--- src/rtl/mmio_uart_tx.sv ---
// Memory-mapped UART transmitter (8N1) on the core data bus.
// DATA at BASE_ADDR pushes a byte into the TX FIFO; STATUS at BASE_ADDR+4
// reports full/empty/busy/overflow/count and clears overflow on write.
// Optional build macro UART_TX_PARITY_EN adds an even-parity bit before STOP.
module mmio_uart_tx #(
  parameter logic [31:0] BASE_ADDR    = 32'h0000_0400,
  parameter int unsigned CLKS_PER_BIT = 868,
  parameter int unsigned FIFO_DEPTH   = 8
) (
  input  logic        clk,
  input  logic        reset,
  input  logic [31:0] addr,
  input  logic [31:0] wdata,
  input  logic [3:0]  wmask,
  input  logic        rd_en,
  output logic        sel,
  output logic [31:0] rdata,
  output logic        tx
);

  localparam int unsigned AW = $clog2(FIFO_DEPTH);
  localparam int unsigned PW = AW + 1;
  localparam int unsigned TW = (CLKS_PER_BIT > 1) ? $clog2(CLKS_PER_BIT) : 1;
  localparam logic [TW-1:0] TMAX = TW'(CLKS_PER_BIT - 1);

  typedef enum logic [2:0] {
    S_IDLE,
    S_START,
    S_DATA,
`ifdef UART_TX_PARITY_EN
    S_PARITY,
`endif
    S_STOP
  } state_t;

  state_t          state_q;
  logic            tx_q;
  logic [TW-1:0]   timer_q;
  logic [2:0]      idx_q;
  logic [7:0]      shift_q;
`ifdef UART_TX_PARITY_EN
  logic            parity_q;
`endif

  logic [7:0]      mem_q [FIFO_DEPTH];
  logic [PW-1:0]   wr_ptr_q, wr_ptr_d;
  logic [PW-1:0]   rd_ptr_q, rd_ptr_d;
  logic            ovf_q, ovf_d;

  logic            full, empty, busy;
  logic [PW-1:0]   count;
  logic [3:0]      cnt4;
  logic            data_wr, stat_wr, push, drop, clr, pop;
  logic [7:0]      status;
  logic            unused_bits;

  assign unused_bits = ^{wdata[31:8], addr[1:0], wmask[3:1]};

  // Address decode and bus strobes
  assign sel     = (addr[31:3] == BASE_ADDR[31:3]);
  assign data_wr = sel & ~addr[2] & wmask[0];
  assign stat_wr = sel &  addr[2] & wmask[0];

  // FIFO flags from registered pointers
  assign count = wr_ptr_q - rd_ptr_q;
  assign empty = (wr_ptr_q == rd_ptr_q);
  assign full  = (wr_ptr_q[AW] != rd_ptr_q[AW]) &&
                 (wr_ptr_q[AW-1:0] == rd_ptr_q[AW-1:0]);
  assign busy  = (state_q != S_IDLE);

  assign push = data_wr & ~full;
  assign drop = data_wr &  full;
  assign clr  = stat_wr & wdata[3];
  assign pop  = (state_q == S_IDLE) & ~empty;

  // Saturating 4-bit count field, safe for any pointer width
  always_comb begin
    cnt4 = '0;
    for (int unsigned i = 0; i < PW && i < 4; i++) cnt4[i] = count[i];
    if (32'(count) > 32'd15) cnt4 = '1;
  end

  assign status = {cnt4, ovf_q, busy, empty, full};
  assign rdata  = (sel && rd_en) ? {24'b0, status} : '0;
  assign tx     = tx_q;

  // Next-state for FIFO pointers and sticky overflow (set beats clear)
  always_comb begin
    wr_ptr_d = wr_ptr_q + PW'(push);
    rd_ptr_d = rd_ptr_q + PW'(pop);
    ovf_d    = ovf_q;
    if (clr)  ovf_d = 1'b0;
    if (drop) ovf_d = 1'b1;
  end

  // FIFO pointer and overflow registers
  always_ff @(posedge clk) begin
    if (reset) begin
      wr_ptr_q <= '0;
      rd_ptr_q <= '0;
      ovf_q    <= 1'b0;
    end else begin
      wr_ptr_q <= wr_ptr_d;
      rd_ptr_q <= rd_ptr_d;
      ovf_q    <= ovf_d;
    end
  end

  // FIFO storage; contents are don't-care while the pointers say empty
  always_ff @(posedge clk) begin
    if (push) mem_q[wr_ptr_q[AW-1:0]] <= wdata[7:0];
  end

  // Transmit FSM with registered tx: each state drives tx for the next period
  always_ff @(posedge clk) begin
    if (reset) begin
      state_q  <= S_IDLE;
      tx_q     <= 1'b1;
      timer_q  <= '0;
      idx_q    <= '0;
      shift_q  <= '0;
`ifdef UART_TX_PARITY_EN
      parity_q <= 1'b0;
`endif
    end else begin
      case (state_q)
        S_IDLE: begin
          if (pop) begin
            shift_q  <= mem_q[rd_ptr_q[AW-1:0]];
`ifdef UART_TX_PARITY_EN
            parity_q <= ^mem_q[rd_ptr_q[AW-1:0]];
`endif
            timer_q  <= TMAX;
            tx_q     <= 1'b0;
            state_q  <= S_START;
          end
        end
        S_START: begin
          if (timer_q == '0) begin
            timer_q <= TMAX;
            idx_q   <= '0;
            tx_q    <= shift_q[0];
            state_q <= S_DATA;
          end else begin
            timer_q <= timer_q - TW'(1);
          end
        end
        S_DATA: begin
          if (timer_q == '0) begin
            timer_q <= TMAX;
            if (idx_q == 3'd7) begin
`ifdef UART_TX_PARITY_EN
              tx_q    <= parity_q;
              state_q <= S_PARITY;
`else
              tx_q    <= 1'b1;
              state_q <= S_STOP;
`endif
            end else begin
              shift_q <= shift_q >> 1;
              idx_q   <= idx_q + 3'd1;
              tx_q    <= shift_q[1];
            end
          end else begin
            timer_q <= timer_q - TW'(1);
          end
        end
`ifdef UART_TX_PARITY_EN
        S_PARITY: begin
          if (timer_q == '0) begin
            timer_q <= TMAX;
            tx_q    <= 1'b1;
            state_q <= S_STOP;
          end else begin
            timer_q <= timer_q - TW'(1);
          end
        end
`endif
        S_STOP: begin
          if (timer_q == '0) begin
            state_q <= S_IDLE;
          end else begin
            timer_q <= timer_q - TW'(1);
          end
        end
        default: begin
          state_q <= S_IDLE;
          tx_q    <= 1'b1;
        end
      endcase
    end
  end

endmodule

--- config.mk ---
export PLATFORM = sky130hd
export DESIGN_NAME = mmio_uart_tx
export DESIGN_NICKNAME = d
export VERILOG_FILES = /design/src/rtl/mmio_uart_tx.sv
export SDC_FILE = /design/constraint.sdc
export NUM_CORES = 1
export LEC_CHECK = 0
export BUFFER_PORTS_ARGS = -buffer_cell sky130_fd_sc_hd__buf_2
export CELL_PAD_IN_SITES_DETAIL_PLACEMENT = 0
export CELL_PAD_IN_SITES_GLOBAL_PLACEMENT = 1
export CORE_UTILIZATION = 47
export DETAILED_ROUTE_END_ITERATION = 7
export GPL_TIMING_DRIVEN = 1
export MAX_ROUTING_LAYER = met4
export PLACE_DENSITY = 0.89
export SETUP_SLACK_MARGIN = 0.3
export SLEW_MARGIN = 20
export SYNTH_ARGS = -nofsm -noshare
export SYNTH_HDL_FRONTEND = slang
export SYNTH_SLANG_ARGS = --single-unit
--- constraint.sdc ---
create_clock -name clk -period 8.2 [get_ports clk]
set_input_delay 1.23 -clock clk [delete_from_list [all_inputs] [get_ports clk]]
set_output_delay 1.23 -clock clk [all_outputs]
set_load 0.02 [all_outputs]
======== After elaboration in Yosys (flattened, before gate mapping) ========
Memory sizes are Yosys's and may differ from the RTL's. A register that Yosys moved wholly into a read port is not among the register bits.
Index checks and enable logic that the tools add are counted.
word-level totals
  input bits .............................. 71
  memories kept ........................... 1
  output and inout port bits .............. 34
  bits in registers ....................... 34
  memory bits (writable) .................. 64
memories
  name   words  width  rd ports  clocked after Yosys merged registers in  write ports  line  RTL
  mem_q  8      8      1         1                                        1            45    logic [7:0] mem_q [FIFO_DEPTH];
cells by class
  bitwise logic cells ..................... 12
  reductions and logical operators ........ 15
  $add $sub $neg .......................... 5
  eq/ne operators ......................... 15
  muxes and demuxes ....................... 28
operators by type and width
  kind                                                 count
  2-to-1 mux 8 bit                                     4
  2-to-1 mux 10 bit                                    3
  case mux 10 bit (3 select lines)                     1
  == test 29 x 8 -> 1 bit (second input constant)      1
  2-to-1 mux 3 bit                                     8
  case mux 8 bit (2 select lines)                      1
  != test 2 bit (second input constant)                7
  case mux 3 bit (4 select lines)                      1
  AND reduction 4 bit                                  3
  logical NOT 10 bit                                   1
  subtractor 10 x 1 -> 10 bit (second input constant)  1
  adder 4 x 1 -> 4 bit                                 2
  bitwise AND 1 bit                                    8
  2-to-1 mux 1 bit                                     8
  == test 3 x 2 -> 1 bit (second input constant)       2
  case mux 3 bit (2 select lines)                      1
  nonzero test 2 bit                                   3
  nonzero test 3 bit                                   2
  AND reduction 5 bit                                  1
  == test 4 bit                                        1
  inverter 1 bit                                       4
  case mux 1 bit (4 select lines)                      1
  subtractor 4 bit                                     1
  adder 3 x 1 -> 3 bit (second input constant)         1
  other kinds (8)                                      9

======== Longest topological paths before layout ========
Gate-level depths: netlist of the first run.
  depth in word-level cells ............... 6
  depth in mapped cells ................... 12
  mapped depth without buffers ............ 9

======== Worst setup path before layout of the first run ========
No wires, ideal clock.
  path type ............................... in2out
  start ................................... input port addr[7]
  end ..................................... output port rdata[7]
  setup slack ............................. 4.439 ns
  arrival time ............................ 2.531 ns
  stages on the path ...................... 4
  cells stage by stage .................... nor4b_1 -> and4_1 -> nand3_1 -> nor3_1
between the ends
  word-level cells in the longest chain between the ends .. 3
ends and longest elaborated chain
  element                  line  RTL
  start, declared          12    input logic [31:0] addr,
  == test 29 x 8 -> 1 bit  60    assign sel = (addr[31:3] == BASE_ADDR[31:3]);
  logical AND 1 bit        84    assign rdata = (sel && rd_en) ? {24'b0, status} : '0;
  2-to-1 mux 8 bit         84
  end, declared            17    output logic [31:0] rdata,
No other way between the ends.

======== Final worst setup path of the first run ========
Ends and elaborated chain as after synthesis.

==> results.txt, run 1 <==
The share of synthesized area spent on multiplexers came out at 0.0760. In this run, CTS created clock tree buffers numbering 9. The buffer cell driving the clock tree root is clkbuf_8. The largest total area in the synthesized netlist belongs to edfxtp_1. The power density over the cells is 275 mW/mm^2. The switching power of the nets is 0.533 mW. The fraction of the mapped netlist area in simple logic gates came out at 0.151. The worst setup path is captured at an output pin. The critical path buffer and inverter count is 2. The global-route wire length before repair came out at 15.1 mm. For flop-to-flop paths, the worst setup slack is 4.82 ns. Of all nets on the critical path, the largest fanout is 6. The post-route core utilization came out at 0.532.

The worst setup path is of the in -> out kind. The instance count of the mapped netlist is 392. Traced cell by cell, the critical path runs through buf_2 > nor4b_1 > and4_1 > nand3_1 > nor3_1 > buf_2. The compound-cell area share of the yosys netlist came out at 0.106. The proportion of synthesized chip area in sequential cells is 0.532. The prevailing post-synth register cell is edfxtp_1. The worst setup path is launched from a primary input. The required time of the worst setup path is 6.97 ns. The detailed-route vias per instance is 5.53. The tightest hold path in the finished design has a slack of 0.466 ns. By area the synthesized netlist is led by edfxtp_1 (40%), dfxtp_1 (14%), mux4_2 (7.0%). The Yosys step of the flow raised 0 warnings.

The routability congestion estimate came out at 0.819. The number of sinks on the clock net is 97. The area growth from synthesis to layout is 8.51%.

The worst ir drop on vdd is 163 uV. The cell area that synthesis handed to floorplanning was 0.00485 mm^2. The length of routed wiring on met1 came out at 4.16 mm. 0 antenna diodes ended up in the layout. The minimum clock period after layout is 3.95 ns. The slowest stage of the critical path belongs to the cell nor4b_1.

The width of the die is 104 um. The topmost layer with routed signal wires is met4. The number of buffers inserted by hold repair at cts came out at 0. The clock arrives with 0.00920 ns of skew. Once detailed placement completed, the half-perimeter wirelength came to 6.25 mm. The xor-xnor portion of the synthesized cell area is 0.0144.

The max-slew headroom at the worst pin came out at 0.378. The clock power share is 0.212. The count of unresolved DRC violations after routing came out at 0. The detailed route wirelength on metal2 is 4.43 mm. The fraction of power consumed by combinational cells came out at 0.373. The number of maximum-capacitance constraint violations came out at 0.

The internal portion of the total power is 0.915 mW. The run finished with clean final reports. The clock-pin slew reported for the worst setup and hold paths after clock tree synthesis came out at 0.10 ns.

Setup violations remaining at the end of the flow were counted as 0. The detailed-router iteration count before antenna repair is 4. The area of the die is 0.0107 mm^2. On the worst path, the slowest cell contributes a delay of 0.38 ns. In the final layout, the share of cells above drive strength 1 is 0.237.

The total congestion overflow after global routing is 0. Of the post-synthesis cell area, the dominant cell type holds 0.396. After clock tree synthesis, the repair step resized 0 gates. The starting density of the core is 0.490.

The clock insertion delay at the later pin of the skew report is 0.37 ns. The fraction of power consumed by sequential logic came out at 0.415. In the finished design, the share of the clock period the worst path needs comes to 0.481. The H-tree was split into 3 levels. The final max-slew violation count is 0.

The floorplan die height came out at 104 um. For this block, the via count after detailed routing is 3166. The worst hold path belongs to the class reg -> reg. The synthesized-area fraction occupied by adder cells came out at 0.0402. Among cell families on the critical path, the largest total delay comes from simple AND/OR/NAND/NOR gates. Counting tap cells, the placed design contains a total of 556 instances.

The hold violation count in the final report came out at 0. For this run, the total global-route usage over all layers was measured as 0.183. The non-filler instance count after layout is 572. The number of antenna violations at the first check in global routing is 0. The number of top-level design ports came out at 105. The largest net degree at the start of global routing is 36.

Dividing the synthesized area by the synthesized cell count gives 12.4 um^2. The number of nets still failing antenna checks after routing came out at 0. The routed length per placed instance came out at 15.8 um. The fraction of power spent switching nets is 0.368. The number of register bits inferred by synthesis came out at 97. Among the stages of the critical path, the cell type that occurs most often is buf_2. After synthesis, the largest family of logic cells by area is simple AND/OR/NAND/NOR gates.

The placed cell area is 0.00506 mm^2. Yosys mapped a number of flops with a built-in enable equal to 64. The length of routed met3 wiring is 234 um.

The share of async-settable or async-resettable flops after synthesis is 0. The transition time at the pin with the least slew margin is 0.931 ns. The overall routed net length is 9.04 mm. The area of the placeable core came out at 0.00991 mm^2. The final non-filler cell area is 0.00527 mm^2. In this run the deepest clock path goes through 2 buffers. Setup repair after global routing left no endpoint under its margin. The count of buffers added on input and output ports is 51. The data arrival time at the worst-slack endpoint is 2.72 ns. The number of global-route vias before repair is 3084. The total leakage power came out at 1.91 nW. The final setup TNS came out at 0 ns. TritonCTS built the clock tree. The maximum achievable frequency is 0.253 GHz. In this run, the number of DRC markers left after iteration 0 of detailed routing was 110.

The number of rows in the core area came out at 36. The number of nets in the final layout came out at 520. Once the clock tree was built, the setup fixing pass inserted 0 buffers. The synthesized netlist contains 65 unique library cells.
==> tightest hold or removal path: stages (launching register included) <==
cell	delay, ns
dfxtp_1	0.32
nand2_1	0.05
a21oi_1	0.05
==> cell usage after synthesis (3+ instances only) <==
master / n
nor4_1: 6
xor2_1: 3
dfxtp_1: 33
mux4_2: 15
a31o_1: 3
nor3_1: 15
edfxtp_1: 64
a21o_1: 3
nand2_1: 6
inv_1: 15
nor3b_1: 3
nand3_1: 7
a21oi_1: 25
nand4_1: 10
o21ai_0: 9
nor2_1: 23
nor2b_1: 13
a31oi_1: 4
buf_4: 25
buf_2: 5
clkbuf_1: 8
and3b_1: 3
and4_1: 4
o22ai_1: 8
or4_1: 9
xnor2_1: 5
ha_1: 14
buf_6: 6
and3_1: 5
==> layout make-up <==
class | count | area (um^2)
fill | 842 | 4640
sequential | 97 | 2580
multi-input combinational | 257 | 1980
timing repair buffer | 54 | 278
tap | 133 | 166
clock buffer | 9 | 124
clock inverter | 7 | 81.3
inverter | 15 | 56.3
==> power groups by stage <==
| stage | sequential, mW | clock (mW) | combinational [mW] |
|---|---|---|---|
| 3_5_place_dp | 0.612 | 0 | 0.541 |
| 2_1_floorplan | 0.606 | 0 | 0.492 |
| 6_report | 0.601 | 0.307 | 0.541 |
| 5_1_grt | 0.607 | 0.333 | 0.605 |
| 3_3_place_gp | 0.609 | 0 | 0.528 |
| 4_1_cts | 0.600 | 0.315 | 0.541 |
==> registers in the layout, indices dropped and copies added, names as in the netlist <==
signal / count
state_q: 2
idx_q: 3
ovf_q: 1
tx: 1
wr_ptr_q: 4
timer_q: 10
mem_q: 64
rd_ptr_q: 4
shift_q: 8
==> stage by stage <==
stage	total power, mW	setup slack, ns
6_report	1.45	4.25
5_1_grt	1.55	4.03
4_1_cts	1.46	4.25
3_5_place_dp	1.15	4.25
3_3_place_gp	1.14	4.34
2_1_floorplan	1.10	4.44
==> per-layer routing <==
layer,global-route usage,vias to the layer above
met2,0.302,78
met5,-,-
met3,0.0245,25
met1,0.228,1526
met4,0.0776,0
li1,-,1537
==> cell usage in the layout (no fill, tap or decap), types with 3 or more instances in the layout <==
cell / netlist / routed
a21o_1: 3 / 3
a21oi_1: 25 / 25
a31o_1: 3 / 3
a31oi_1: 4 / 4
and3_1: 5 / 5
and3b_1: 3 / 3
and4_1: 4 / 4
buf_2: 5 / 51
buf_4: 25 / 3
clkbuf_8: 0 / 9
conb_1: 1 / 24
dfxtp_1: 33 / 33
edfxtp_1: 64 / 64
ha_1: 14 / 14
inv_1: 15 / 15
mux4_2: 15 / 15
nand2_1: 6 / 6
nand3_1: 7 / 7
nand4_1: 10 / 10
nor2_1: 23 / 23
nor2b_1: 13 / 13
nor3_1: 15 / 15
nor4_1: 6 / 6
o21ai_0: 9 / 9
o22ai_1: 8 / 8
or4_1: 9 / 9
xnor2_1: 5 / 5
xor2_1: 3 / 3
==> cells by family after synthesis <==
| family | after synthesis |
|---|---|
| simple gates | 118 |
| buf+inv | 61 |
| compound gates | 74 |
| flops | 97 |
| fa+ha+maj | 15 |
| mux | 18 |
| xor+xnor | 8 |
| other cells | 1 |
==> final timing paths <==
path                    start           to  depth (start not counted)
hold / removal       idx_q[2]     idx_q[2]                          2
setup / recovery      addr[7]     rdata[7]                          6
setup reg to reg  rd_ptr_q[1]  mem_q[7][2]                          6
hold reg to reg      idx_q[2]     idx_q[2]                          2
No activity file was read; power rests on OpenSTA's default activity.
==> inputs of run 2 (changes only) <==
- CORE_UTILIZATION: 47 -> 39
- PLACE_DENSITY: 0.89 -> 0.79
- clock period: 8.2 -> 3.2 ns (I/O delays scaled with it)
==> run 2 against run 1 <==
  * Via count up 0.88%
  * Total power rose to 2.7 times the previous value
  * Wire length up 3.6%
  * Sequential share of layout area down 1.4 points
  * Worst hold slack worse by 0.074 ns
  * Clock-buffer cell count up 1
  * Critical path depth unchanged
  * Combinational power rose to 2.6 times the previous value
  * Core utilization down 8.2 points
  * Global-route usage down 1.8 points
  * Critical endpoint is now mem_q[5][6]
  * Largest power group unchanged
  * Highest routed layer unchanged
==> results.txt, run 2 (synthesis gave the netlist of run 1 again) <==
The number of fill cells came out at 1091 (+30%). The clock insertion delay at the later pin of the skew report is 0.35 ns (-0.02 ns). The setup path with the least slack is of type reg -> reg. The global router's overall resource usage is 0.165 (-0.0177).

The count of input and output buffers was 51 (unchanged). The highest layer touched by signal routing is met4. Leaving out fill and tap cells, the most frequent cell in the layout is edfxtp_1. The number of antenna violations at the first check in global routing is 0 (unchanged). The maximum fanout along the worst path came out at 8 (+2). The number of nets in the final layout is 526 (+1.2%). The via count of the routed design came out at 3194 (+0.88%). The kind of capture point of the worst setup path is a flop.

The logic depth of the worst register-to-register path came to 6 (unchanged). The flow ran to the end, and the final reports show no timing, DRC or antenna violations. The routed length per placed instance came out at 15.3 um (-3.4%). The number of rows in the core area is 40 (+11%). The area of the die came out at 0.0129 mm^2 (+20%).

The number of gates given a new drive strength after cts is 0 (unchanged). The number of global-route vias before repair is 3150 (+2.1%). The combined flip-flop and latch cell area is 0.00258 mm^2 (unchanged). For hold timing, the worst endpoint is mem_q[3][4]. The startpoint identified for the worst register-to-register timing path is rd_ptr_q[2]. The count of unresolved DRC violations after routing came out at 0 (unchanged). The final max-slew violation count came to 0 (unchanged). The number of top-level design ports was 105 (unchanged). The length of routed met3 wiring came to 235 um (+0.43%).

The detailed-router iteration count before antenna repair is 6 (+2). The total of endpoints with negative setup slack in the final report is 0 (unchanged). The floorplan die height was 114 um (+9.6%). The worst-path cell with the longest stage delay is dfxtp_1. The clock tree from TritonCTS is yes. Based on the critical path, the design can be clocked at up to 0.373 GHz. The worst hold path begins at wdata[4]. The worst register-to-register path ends at mem_q[5][6]. The setup fix buffers added after clock tree synthesis came out at 0 (unchanged). The detailed-route vias per instance came out at 5.21 (-5.9%). The area of the placeable core is 0.0121 mm^2 (+22%). The max-slew headroom at the worst pin came out at 0.497 (+0.119).

The power density over the cells is 729 mW/mm^2 (+170%). The portion of the clock cycle consumed by the worst path in the final layout came out at 0.838. The detailed route wirelength on metal2 is 4.75 mm (+7.1%). The maximum single-stage delay on the critical path came out at 0.52 ns (+0.14 ns).

The required time of the worst setup path came out at 3.19 ns (-3.78 ns). The class of the most critical hold timing path is in -> reg. The instance count along the most critical hold path came out at 1 (-1).

The worst ir drop on vdd came out at 359 uV (+120%). STA classifies the critical path startpoint as a flop. The total congestion overflow after global routing is 0 (unchanged). The clock-pin slew reported for the worst setup and hold paths after clock tree synthesis came out at 0.07 ns (-0.03 ns). The violation count after the first detailed-routing iteration was 171 (+55%). In the layout the commonest cells are edfxtp_1 (64), buf_2 (51), dfxtp_1 (33), a21oi_1 (25), conb_1 (24).

The data arrival time at the worst-slack endpoint is 2.67 ns (-0.05 ns). The width of the die is 114 um (+9.6%). The final setup TNS is 0 ns (unchanged). The number of sinks on the clock net came to 97 (unchanged). The total leakage power came to 1.98 nW (+3.7%). The buffer cell driving the clock tree root is clkbuf_16.

The transition time at the pin with the least slew margin was 0.749 ns (-0.182 ns). The area overhead of the layout relative to synthesis is 11.8%. The number of buffers inserted by hold repair at cts is 0 (unchanged).

The critical path's top delay family is simple AND/OR/NAND/NOR gates. The starting density of the core came out at 0.402 (-0.0874). The number of maximum-capacitance constraint violations was 0 (unchanged). The final clock skew is 0.0118 ns (+0.00263 ns). The largest net degree at the start of global routing is 36 (unchanged). Setup repair after global routing left no endpoint under its margin. The number of buffers between clock root and the deepest sink came out at 2 (unchanged). The number of CTS-inserted buffers came out at 9 (unchanged). The maximum level of the CTS H-tree came out at 3 (unchanged). The worst path needs 2.68 ns of the cycle, external delays included. The routability congestion estimate is 0.768 (-6.2%). The flip-flop count of the largest register, all copies and words added came to 64 (unchanged). The signal on the critical path passes through inv_1 > ha_1 > and3_1 > a21oi_1 > and4_1 > and3b_1. The global-route wire length before repair came to 15.8 mm (+4.8%). The placed wire-length estimate after detailed placement was 6.43 mm (+2.8%).

The length of routed wiring on met1 came to 4.27 mm (+2.6%). The area used by multi-input combinational logic is 0.00197 mm^2 (-0.25%). The overall routed net length came to 9.37 mm (+3.6%). The fraction of final layout cells sized beyond drive strength 1 came out at 0.240 (+0.00355). The smallest hold slack is 0.392 ns (-0.0736 ns).

The critical path buffer and inverter count was 1 (-1). The reg-to-reg setup timing slack came to 0.52 ns (-4.30 ns). The hold violation count in the final report is 0 (unchanged). The number of nets still failing antenna checks after routing is 0 (unchanged).

The number of diodes is 0 (unchanged).
[run 2: metal layers]
metal / vias up / track usage
li1: 1550 / -
met1: 1585 / 0.206
met2: 51 / 0.270
met3: 8 / 0.0351
met4: 0 / 0.0518
met5: - / -
[run 2: power breakdown]
group | total (mW) | switching (mW) | leakage (nW) | internal (mW)
clock | 1.02 | 0.482 | 0.137 | 0.539
combinational | 1.40 | 0.805 | 1.00 | 0.592
sequential | 1.54 | 0.0924 | 0.843 | 1.45
total | 3.96 | 1.38 | 1.98 | 2.58
[run 2: worst max path at each step]
stage | startpoint | end | slack (ns) | cells after the start
detailed placement | rd_ptr_q[2] | mem_q[5][4] | 0.53 | 6
global route | rd_ptr_q[2] | mem_q[5][2] | 0.36 | 6
global placement | rd_ptr_q[2] | mem_q[5][4] | 0.59 | 6
floorplan | rd_ptr_q[1] | mem_q[4][0] | 0.33 | 9
CTS | rd_ptr_q[2] | mem_q[5][6] | 0.50 | 6
finish | rd_ptr_q[2] | mem_q[5][6] | 0.52 | 6
[run 2: area by class of cell]
type,instances,share of cell area
clock buffers,10,0.0422
well taps,168,0.0387
flip-flops and latches,97,0.476
repair buffers,60,0.0595
clock inverters,6,0.00923
inverters,15,0.0104
multi-input cells,257,0.364
[run 2: per-stage QoR]
step           utilization  std cells  setup WS, ns  power [mW]  instance area [um^2]
2_1_floorplan            -        415         0.331        2.81                  4950
3_3_place_gp         0.427        597         0.595        2.93                  5150
3_5_place_dp         0.427        597         0.531        2.96                  5150
4_1_cts              0.450        613         0.503        3.98                  5430
5_1_grt              0.450        613         0.355        4.23                  5430
6_report             0.450        613         0.519        3.96                  5430
